`src/rtl/fnorm32.sv`:
```
// Post-add normalizer: takes a raw 25-bit mantissa sum and emits a packed
// IEEE-754 single plus {neg, zero, carry, overflow} flags, one shift per cycle.
module fnorm32 #(
  parameter bit ZERO_ON_UNDERFLOW = 1'b1
) (
  input  logic        clk,
  input  logic        reset,
  input  logic        in_valid,
  output logic        in_ready,
  input  logic        in_sign,
  input  logic [7:0]  in_exp,
  input  logic [24:0] in_mant,
  output logic        out_valid,
  input  logic        out_ready,
  output logic [31:0] Result,
  output logic [3:0]  ALUFlags,
  output logic        busy
);

  typedef enum logic [1:0] {IDLE, NORM, DONE} state_t;

  state_t      state;
  logic        sign_r;
  logic        carry_r;
  logic [7:0]  exp_r;
  logic [24:0] mant_r;

  logic        norm_fin;
  logic [31:0] norm_res;
  logic [3:0]  norm_flags;
  logic [7:0]  nxt_exp;
  logic [24:0] nxt_mant;

  // Priority-ordered normalization rules for the current NORM cycle.
  always_comb begin
    norm_fin = 1'b1;
    nxt_exp  = exp_r;
    nxt_mant = mant_r;
    norm_res = {sign_r, exp_r, mant_r[22:0]};
    if (exp_r == 8'hFF) begin
      norm_res = {sign_r, 8'hFF, mant_r[22:0]};
    end else if (mant_r == 25'h0) begin
      norm_res = {sign_r, 31'h0};
    end else if (mant_r[24] && exp_r == 8'hFE) begin
      norm_res = {sign_r, 8'hFF, 23'h0};
    end else if (mant_r[24]) begin
      nxt_mant = {1'b0, mant_r[24:1]};
      nxt_exp  = exp_r + 8'd1;
      norm_res = {sign_r, nxt_exp, nxt_mant[22:0]};
    end else if (mant_r[23]) begin
      norm_res = {sign_r, exp_r, mant_r[22:0]};
    end else if (exp_r <= 8'd1) begin
      nxt_exp  = 8'h00;
      nxt_mant = ZERO_ON_UNDERFLOW ? 25'h0 : mant_r;
      norm_res = {sign_r, 8'h00, nxt_mant[22:0]};
    end else begin
      norm_fin = 1'b0;
      nxt_mant = {mant_r[23:0], 1'b0};
      nxt_exp  = exp_r - 8'd1;
    end
    norm_flags = {norm_res[31], (norm_res[30:0] == 31'h0), carry_r,
                  (norm_res[30:23] == 8'hFF)};
  end

  always_ff @(posedge clk) begin
    if (reset) begin
      state     <= IDLE;
      sign_r    <= 1'b0;
      carry_r   <= 1'b0;
      exp_r     <= 8'h00;
      mant_r    <= 25'h0;
      out_valid <= 1'b0;
      Result    <= 32'h0;
      ALUFlags  <= 4'h0;
    end else begin
      case (state)
        IDLE: begin
          if (in_valid) begin
            sign_r  <= in_sign;
            exp_r   <= in_exp;
            mant_r  <= in_mant;
            carry_r <= in_mant[24];
            state   <= NORM;
          end
        end
        NORM: begin
          exp_r  <= nxt_exp;
          mant_r <= nxt_mant;
          if (norm_fin) begin
            Result    <= norm_res;
            ALUFlags  <= norm_flags;
            out_valid <= 1'b1;
            state     <= DONE;
          end
        end
        DONE: begin
          // Result/ALUFlags stay put until the consumer takes them.
          if (out_ready) begin
            out_valid <= 1'b0;
            state     <= IDLE;
          end
        end
        default: state <= IDLE;
      endcase
    end
  end

  assign in_ready = (state == IDLE);
  assign busy     = (state != IDLE);

endmodule

```
`config.mk`:
```
export PLATFORM = sky130hd
export DESIGN_NAME = fnorm32
export DESIGN_NICKNAME = d
export VERILOG_FILES = /design/src/rtl/fnorm32.sv
export SDC_FILE = /design/constraint.sdc
export NUM_CORES = 1
export LEC_CHECK = 0
export CAP_MARGIN = 15
export CORE_MARGIN = 2
export CORE_UTILIZATION = 30
export CTS_BUF_LIST = sky130_fd_sc_hd__clkbuf_16
export DETAILED_ROUTE_END_ITERATION = 8
export PLACE_DENSITY = 0.57
export SYNTH_ARGS = -nofsm -noshare
export SYNTH_HDL_FRONTEND = slang
export SYNTH_SLANG_ARGS = --single-unit
```
`constraint.sdc`:
```
create_clock -name clk -period 3.25 [get_ports clk]
set_input_delay 0.65 -clock clk [delete_from_list [all_inputs] [get_ports clk]]
set_output_delay 0.65 -clock clk [all_outputs]
set_load 0.005 [all_outputs]
```
==> flow_metrics.env, run 1 <==
export IMPL_outcome="finished, final reports clean"
export IMPL_first_pass_iters=5
export IMPL_finalCriticalPeriod_ns=2.830
export IMPL_slew_headroom_pct=47.17
export IMPL_cts_sinks=73
export IMPL_hold_path_depth=2
export IMPL_crit_fanout=29
export IMPL_synth_edf_count=0
export IMPL_crit_buf_inv=1
export IMPL_io_pins=77
export IMPL_grt_max_degree=65
export IMPL_worstSetupEndpointType="flop"
export IMPL_wl_mm=14.60
export IMPL_cts_resized_gates=0
export IMPL_synth_net_count=578
export IMPL_hold_buffers=0
export IMPL_synth_area_leaders="dfxtp_1 35%, a21oi_1 6.3%, o2111ai_1 5.2%"
export IMPL_start_util_pct=30.59
export IMPL_overflow=0
export IMPL_die_area_sq_um=15070
export IMPL_yosysUniqueCellTypes=59
export IMPL_final_nets=631
export IMPL_powerDensity_nw_per_um2=661.0
export IMPL_worstMarginPinSlew_ns=0.7923
export IMPL_drive_above_1_share_pct=10.10
export IMPL_grt_pass1_vias=4213
export IMPL_critPathLaunchType="flop"
export IMPL_fin_skew_ns=0.006742
export IMPL_tritoncts="done"
export IMPL_syn_cell_area_sq_um=4230
export IMPL_cts_buffers=9
export IMPL_slew_violations=0
export IMPL_required_ns=3.46
export IMPL_h_tree_depth=3
export IMPL_holdCritStartpoint="carry_r$_SDFFE_PP0P_"
export IMPL_clockBufferDepth=2
export IMPL_setup_viol=0
export IMPL_path_depth=7
export IMPL_fin_tns_setup_ns=0
export IMPL_place_congestion=0.8599
export IMPL_netlist_top_cells_count="73 x dfxtp_1, 53 x a21oi_1, 53 x nor2_1, 48 x clkbuf_1"
export IMPL_synth_top_area_cell="dfxtp_1"
export IMPL_worst_r2r_path_depth=7
export IMPL_area_delta_synth_final_pct=29.87
export IMPL_critical_path_cell_chain="or4_1 -> or4_4 -> o21a_4 -> a21o_1 -> buf_4 -> a221oi_1 -> nor3_1"
export IMPL_ys_flop_type="dfxtp_1"
export IMPL_die_y_microns=122.7
export IMPL_reg2reg_from="mant_r[12]$_SDFFE_PP0P_"
export IMPL_grtUsageTotal_pct=19.52
export IMPL_vias=4581
export IMPL_clkLatencyLatePin_ns=0.34
export IMPL_cts_setup_buffers=0
export IMPL_synth_cells=536
export IMPL_critical_path_class="reg2reg"
export IMPL_ff_latch_area_sq_um=1463
export IMPL_multi_input_area_sq_um=2464
export IMPL_yosysSeqAreaShare_pct=34.55
export IMPL_ys_ff_latch=73
export IMPL_maxCapViolCount=0
export IMPL_wl_per_cell_microns=18.87
export IMPL_synthArstFlopShare_pct=0
export IMPL_fin_crit_sh_pct=87.08
export IMPL_max_stage_delay_ns=0.62
export IMPL_vias_per_cell=5.919
export IMPL_hold_violations=0
export IMPL_drc=0
export IMPL_portBuffers=76
export IMPL_timing_hold_ws_ns=0.4534
export IMPL_die_x_microns=122.7
export IMPL_arrival_ns=3.04
export IMPL_power_mw=3.632
export IMPL_grt_pass1_wl_mm=23.20
export IMPL_crit_slowest_cell="or4_1"
export IMPL_cp_top_family="simple AND/OR/NAND/NOR gates"
export IMPL_cts_root_buf="clkbuf_16"
export IMPL_synth_top_area_share_pct=34.55
export IMPL_min_path_type="reg2reg"
export IMPL_path_clk_slew_ns=0.06
export IMPL_syn_avg_cell_area_sq_um=7.892
export IMPL_crit_start="mant_r[12]$_SDFFE_PP0P_"
export IMPL_core_area_sq_um=13830
export IMPL_drtIter0Drc=638
export IMPL_placementRows=43
export IMPL_worst_ir_drop_vdd_mv=0.3649
export IMPL_hpwl_mm=9.962
export IMPL_final_util_pct=39.73
export IMPL_max_freq_mhz=353.3
export IMPL_yosysMostFrequentCell="dfxtp_1"
export IMPL_ant_nets=0
export IMPL_diodes=0
export IMPL_fill_cells=1401
export IMPL_antenna_found_initial=0
export IMPL_p_leak_nw=1.885
export IMPL_yosysWarnings=0
export IMPL_rsz0062_at_grt="no"
## power breakdown
group / internal [mW] / switching [mW] / leakage (nW)
logic: 0.578 / 0.737 / 1.12
clock network: 0.682 / 0.426 / 0.162
registers: 1.04 / 0.171 / 0.599
## layer usage
layer / GRT usage (%) / routed length [microns] / vias to the layer above
met5: 0 / 0 / -
met1: 29.14 / 6952 / 2153
met3: 2.788 / 1101 / 27
li1: - / - / 2190
met4: 7.543 / 382 / 0
met2: 27.97 / 6165 / 211
## worst paths after layout
check / to / slack, ns
worst max-delay path: Result[19]$_SDFFE_PP0P_ / 0.42
worst min-delay path: ALUFlags[1]$_SDFFE_PP0P_ / 0.45
worst max register to register: Result[19]$_SDFFE_PP0P_ / 0.42
worst min register to register: ALUFlags[1]$_SDFFE_PP0P_ / 0.45
## metrics by stage
stage               instance area [sq um]  instances  setup slack, ns
floorplan                            4230        536           0.4055
global placement                     5166        758           0.4683
detailed placement                   5166        758           0.4393
CTS                                  5494        774           0.4212
global route                         5494        774           0.1436
finish                               5494        774           0.4198
## worst min-delay path, stage by stage (launching register included)
cell,delay (ns)
dfxtp_1,0.31
nand2_1,0.05
a21oi_1,0.05
## registers in the layout, indices dropped and copies added (netlist names)
name	flops
ALUFlags	3
Result	32
carry_r	1
exp_r	8
mant_r	25
out_valid	1
sign_r	1
state	2
## area by class of cell
type	count	share of cell area, %
tap	180	4.099
multi-input combinational	390	44.84
clock buffer	9	4.099
sequential	73	26.62
timing repair buffer	106	17.85
inverter	9	0.6149
clock inverter	7	1.867
## cells by family (layout without fill, tap and decap cells)
family / after synthesis / in the layout / synth area share [%]
AO/OA/AOI/OAI: 218 / 218 / 37.36
flip-flops: 73 / 73 / 34.55
XOR/XNOR: 5 / 5 / 1.035
AND/OR/NAND/NOR: 161 / 161 / 18.04
buffers and inverters: 73 / 131 / 7.364
multiplexers: 2 / 2 / 0.4733
adder cells (fa/ha/maj): 4 / 4 / 1.183
## layout by cell type, fill, tap and decap left out, types with 5 or more instances in the layout
master           Yosys  layout
o31ai_1              5       5
o21ai_0             36      35
a221oi_1            22      22
clkdlybuf4s50_1      0      75
a211oi_1             8       8
o2111ai_1           25      25
nor2_1              53      53
buf_4                2      30
a311oi_1             7       7
or4_1                6       6
a21oi_1             53      53
a221o_1             21      21
nor3_1              36      36
dfxtp_1             73      72
nand2_1             34      34
nand3_1              7       7
clkbuf_16            0       9
inv_1                9       9
a31oi_1              5       5
Power figures use the tool's default switching activity.
==> run 2: changes to the inputs <==
CORE_UTILIZATION = 53   (was 30)
CTS_CLUSTER_DIAMETER = 80   (was default)
PLACE_DENSITY = 0.87   (was 0.57)
==> flow_metrics.env, run 2 (synthesis gave the netlist of run 1 again) <==
export IMPL_hold_buffers=0
export IMPL_pwr_share_clk_pct=29.4
export IMPL_grtUsageTotal_pct=32.22
export IMPL_io_pins=77
export IMPL_crit_start="exp_r[7]$_SDFFE_PP0P_"
export IMPL_rsz0062_at_grt="no"
export IMPL_switching_share_pct=36.10
export IMPL_wl_per_cell_microns=19.74
export IMPL_setup_viol=0
export IMPL_worstMarginPinSlew_ns=0.7161
export IMPL_power_frac_comb_pct=37.4
export IMPL_wl_mm=13.78
export IMPL_first_pass_iters=5
export IMPL_clockBufferDepth=2
export IMPL_fin_cells=698
export IMPL_die_area_sq_um=8712
export IMPL_core_area_sq_um=7727
export IMPL_slew_headroom_pct=51.82
export IMPL_portBuffers=76
export IMPL_final_util_pct=70.63
export IMPL_place_ws_ns=0.5418
export IMPL_grt_pass1_vias=4322
export IMPL_finalCriticalPeriod_ns=2.742
export IMPL_min_path_type="reg2reg"
export IMPL_required_ns=3.53
export IMPL_cts_resized_gates=0
export IMPL_holdCritStartpoint="carry_r$_SDFFE_PP0P_"
export IMPL_hpwl_mm=9.403
export IMPL_drc=0
export IMPL_fill_cells=615
export IMPL_place_inst=682
export IMPL_largest_reg_flops=32
export IMPL_critPathLaunchType="flop"
export IMPL_cts_setup_buffers=0
export IMPL_crit_fanout=11
export IMPL_overflow=0
export IMPL_maxCapViolCount=0
export IMPL_top_register="Result"
export IMPL_critical_path_class="reg2reg"
export IMPL_worstSetupEndpointType="flop"
export IMPL_die_y_microns=93.34
export IMPL_antenna_found_initial=0
export IMPL_reg_top3="Result (32), mant_r (25), exp_r (8)"
export IMPL_drtIter0Drc=728
export IMPL_mostFrequentLayoutCells="75 x clkdlybuf4s50_1, 72 x dfxtp_1, 53 x nor2_1, 53 x a21oi_1, 36 x nor3_1"
export IMPL_netSwitchingPower_mw=1.314
export IMPL_worst_slack_ns=0.5085
export IMPL_reg2reg_from="exp_r[7]$_SDFFE_PP0P_"
export IMPL_fin_crit_sh_pct=84.35
export IMPL_vias=4798
export IMPL_grt_pass1_wl_mm=22.45
export IMPL_start_util_pct=54.74
export IMPL_rrSetupSlack_ns=0.51
export IMPL_h_tree_depth=3
export IMPL_worst_ir_drop_vdd_mv=0.3777
export IMPL_cts_root_buf="clkbuf_16"
export IMPL_p_leak_nw=1.911
export IMPL_outcome="finished, final reports clean"
export IMPL_fin_skew_ns=0.005774
export IMPL_cts_buffers=9
export IMPL_die_x_microns=93.34
export IMPL_vias_per_cell=6.874
export IMPL_clkLatencyLatePin_ns=0.33
export IMPL_seqPwrFrac_pct=33.1
export IMPL_powerDensity_nw_per_um2=666.9
export IMPL_tritoncts="done"
export IMPL_path_clk_slew_ns=0.06
export IMPL_area_delta_synth_final_pct=29.01
export IMPL_diodes=0
export IMPL_hold_violations=0
export IMPL_fin_tns_setup_ns=0
export IMPL_layout_commonest_cell="clkdlybuf4s50_1"
export IMPL_timing_hold_ws_ns=0.4652
export IMPL_drive_above_1_share_pct=10.40
export IMPL_grt_max_degree=48
export IMPL_cts_sinks=73
export IMPL_max_freq_mhz=364.8
export IMPL_slew_violations=0
export IMPL_ant_nets=0
export IMPL_placementRows=32
export IMPL_place_congestion=0.8925
export IMPL_final_nets=633
export IMPL_p_int_mw=2.326
export IMPL_arrival_ns=3.02
==> run 2: changes by cell type in the layout (fill, tap and decap cells not counted), sizes merged <==
| cell | previous run | this run |
|---|---|---|
| clkinv | 3 | 4 |
| buf | 31 | 33 |
| inv | 11 | 10 |
==> run 2: routing by layer <==
layer / share of wire (%) / vias up / global-route usage, %
li1: - / 2201 / -
met1: 42 / 2234 / 47.42
met2: 45 / 331 / 49.04
met3: 11 / 32 / 5.399
met4: 1.4 / 0 / 7.966
met5: 0 / - / 0
==> run 2: worst max-delay path, stage by stage (launching register included) <==
cell and delay [ns]:
dfxtp_1 0.42, nor4_1 0.68, a41oi_1 0.39, a221oi_1 0.47, a41oi_1 0.20, a2111oi_2 0.35, a31o_1 0.18
==> run 2: area by class of cell <==
type	instances	area (sq um)	area share [%]
clock buffers	9	225.2	4.127
clock inverters	7	103.9	1.903
inverters	9	33.78	0.6190
multi-input cells	390	2464	45.14
flip-flops and latches	73	1463	26.80
well taps	102	127.6	2.338
repair buffers	108	1041	19.07
==> run 2: through the flow <==
stage	instance area (sq um)	total power [mW]
2_1_floorplan	4230	2.025
3_3_place_gp	5101	2.481
3_5_place_dp	5129	2.537
4_1_cts	5458	3.613
5_1_grt	5458	3.827
6_report	5458	3.640
==> run 2: power groups by stage <==
stage          Clock, mW  Sequential (mW)  Combinational (mW)
5_1_grt             1.12             1.22                1.48
2_1_floorplan          0             1.15               0.871
3_5_place_dp           0             1.22                1.32
4_1_cts             1.08             1.20                1.34
3_3_place_gp           0             1.21                1.27
6_report            1.07             1.21                1.36
==> run 2: final timing paths <==
check | endpoint | depth (start not counted)
setup reg to reg | ALUFlags[2]$_SDFFE_PP0P_ | 6
setup / recovery | ALUFlags[2]$_SDFFE_PP0P_ | 6
hold reg to reg | ALUFlags[1]$_SDFFE_PP0P_ | 2
hold / removal | ALUFlags[1]$_SDFFE_PP0P_ | 2
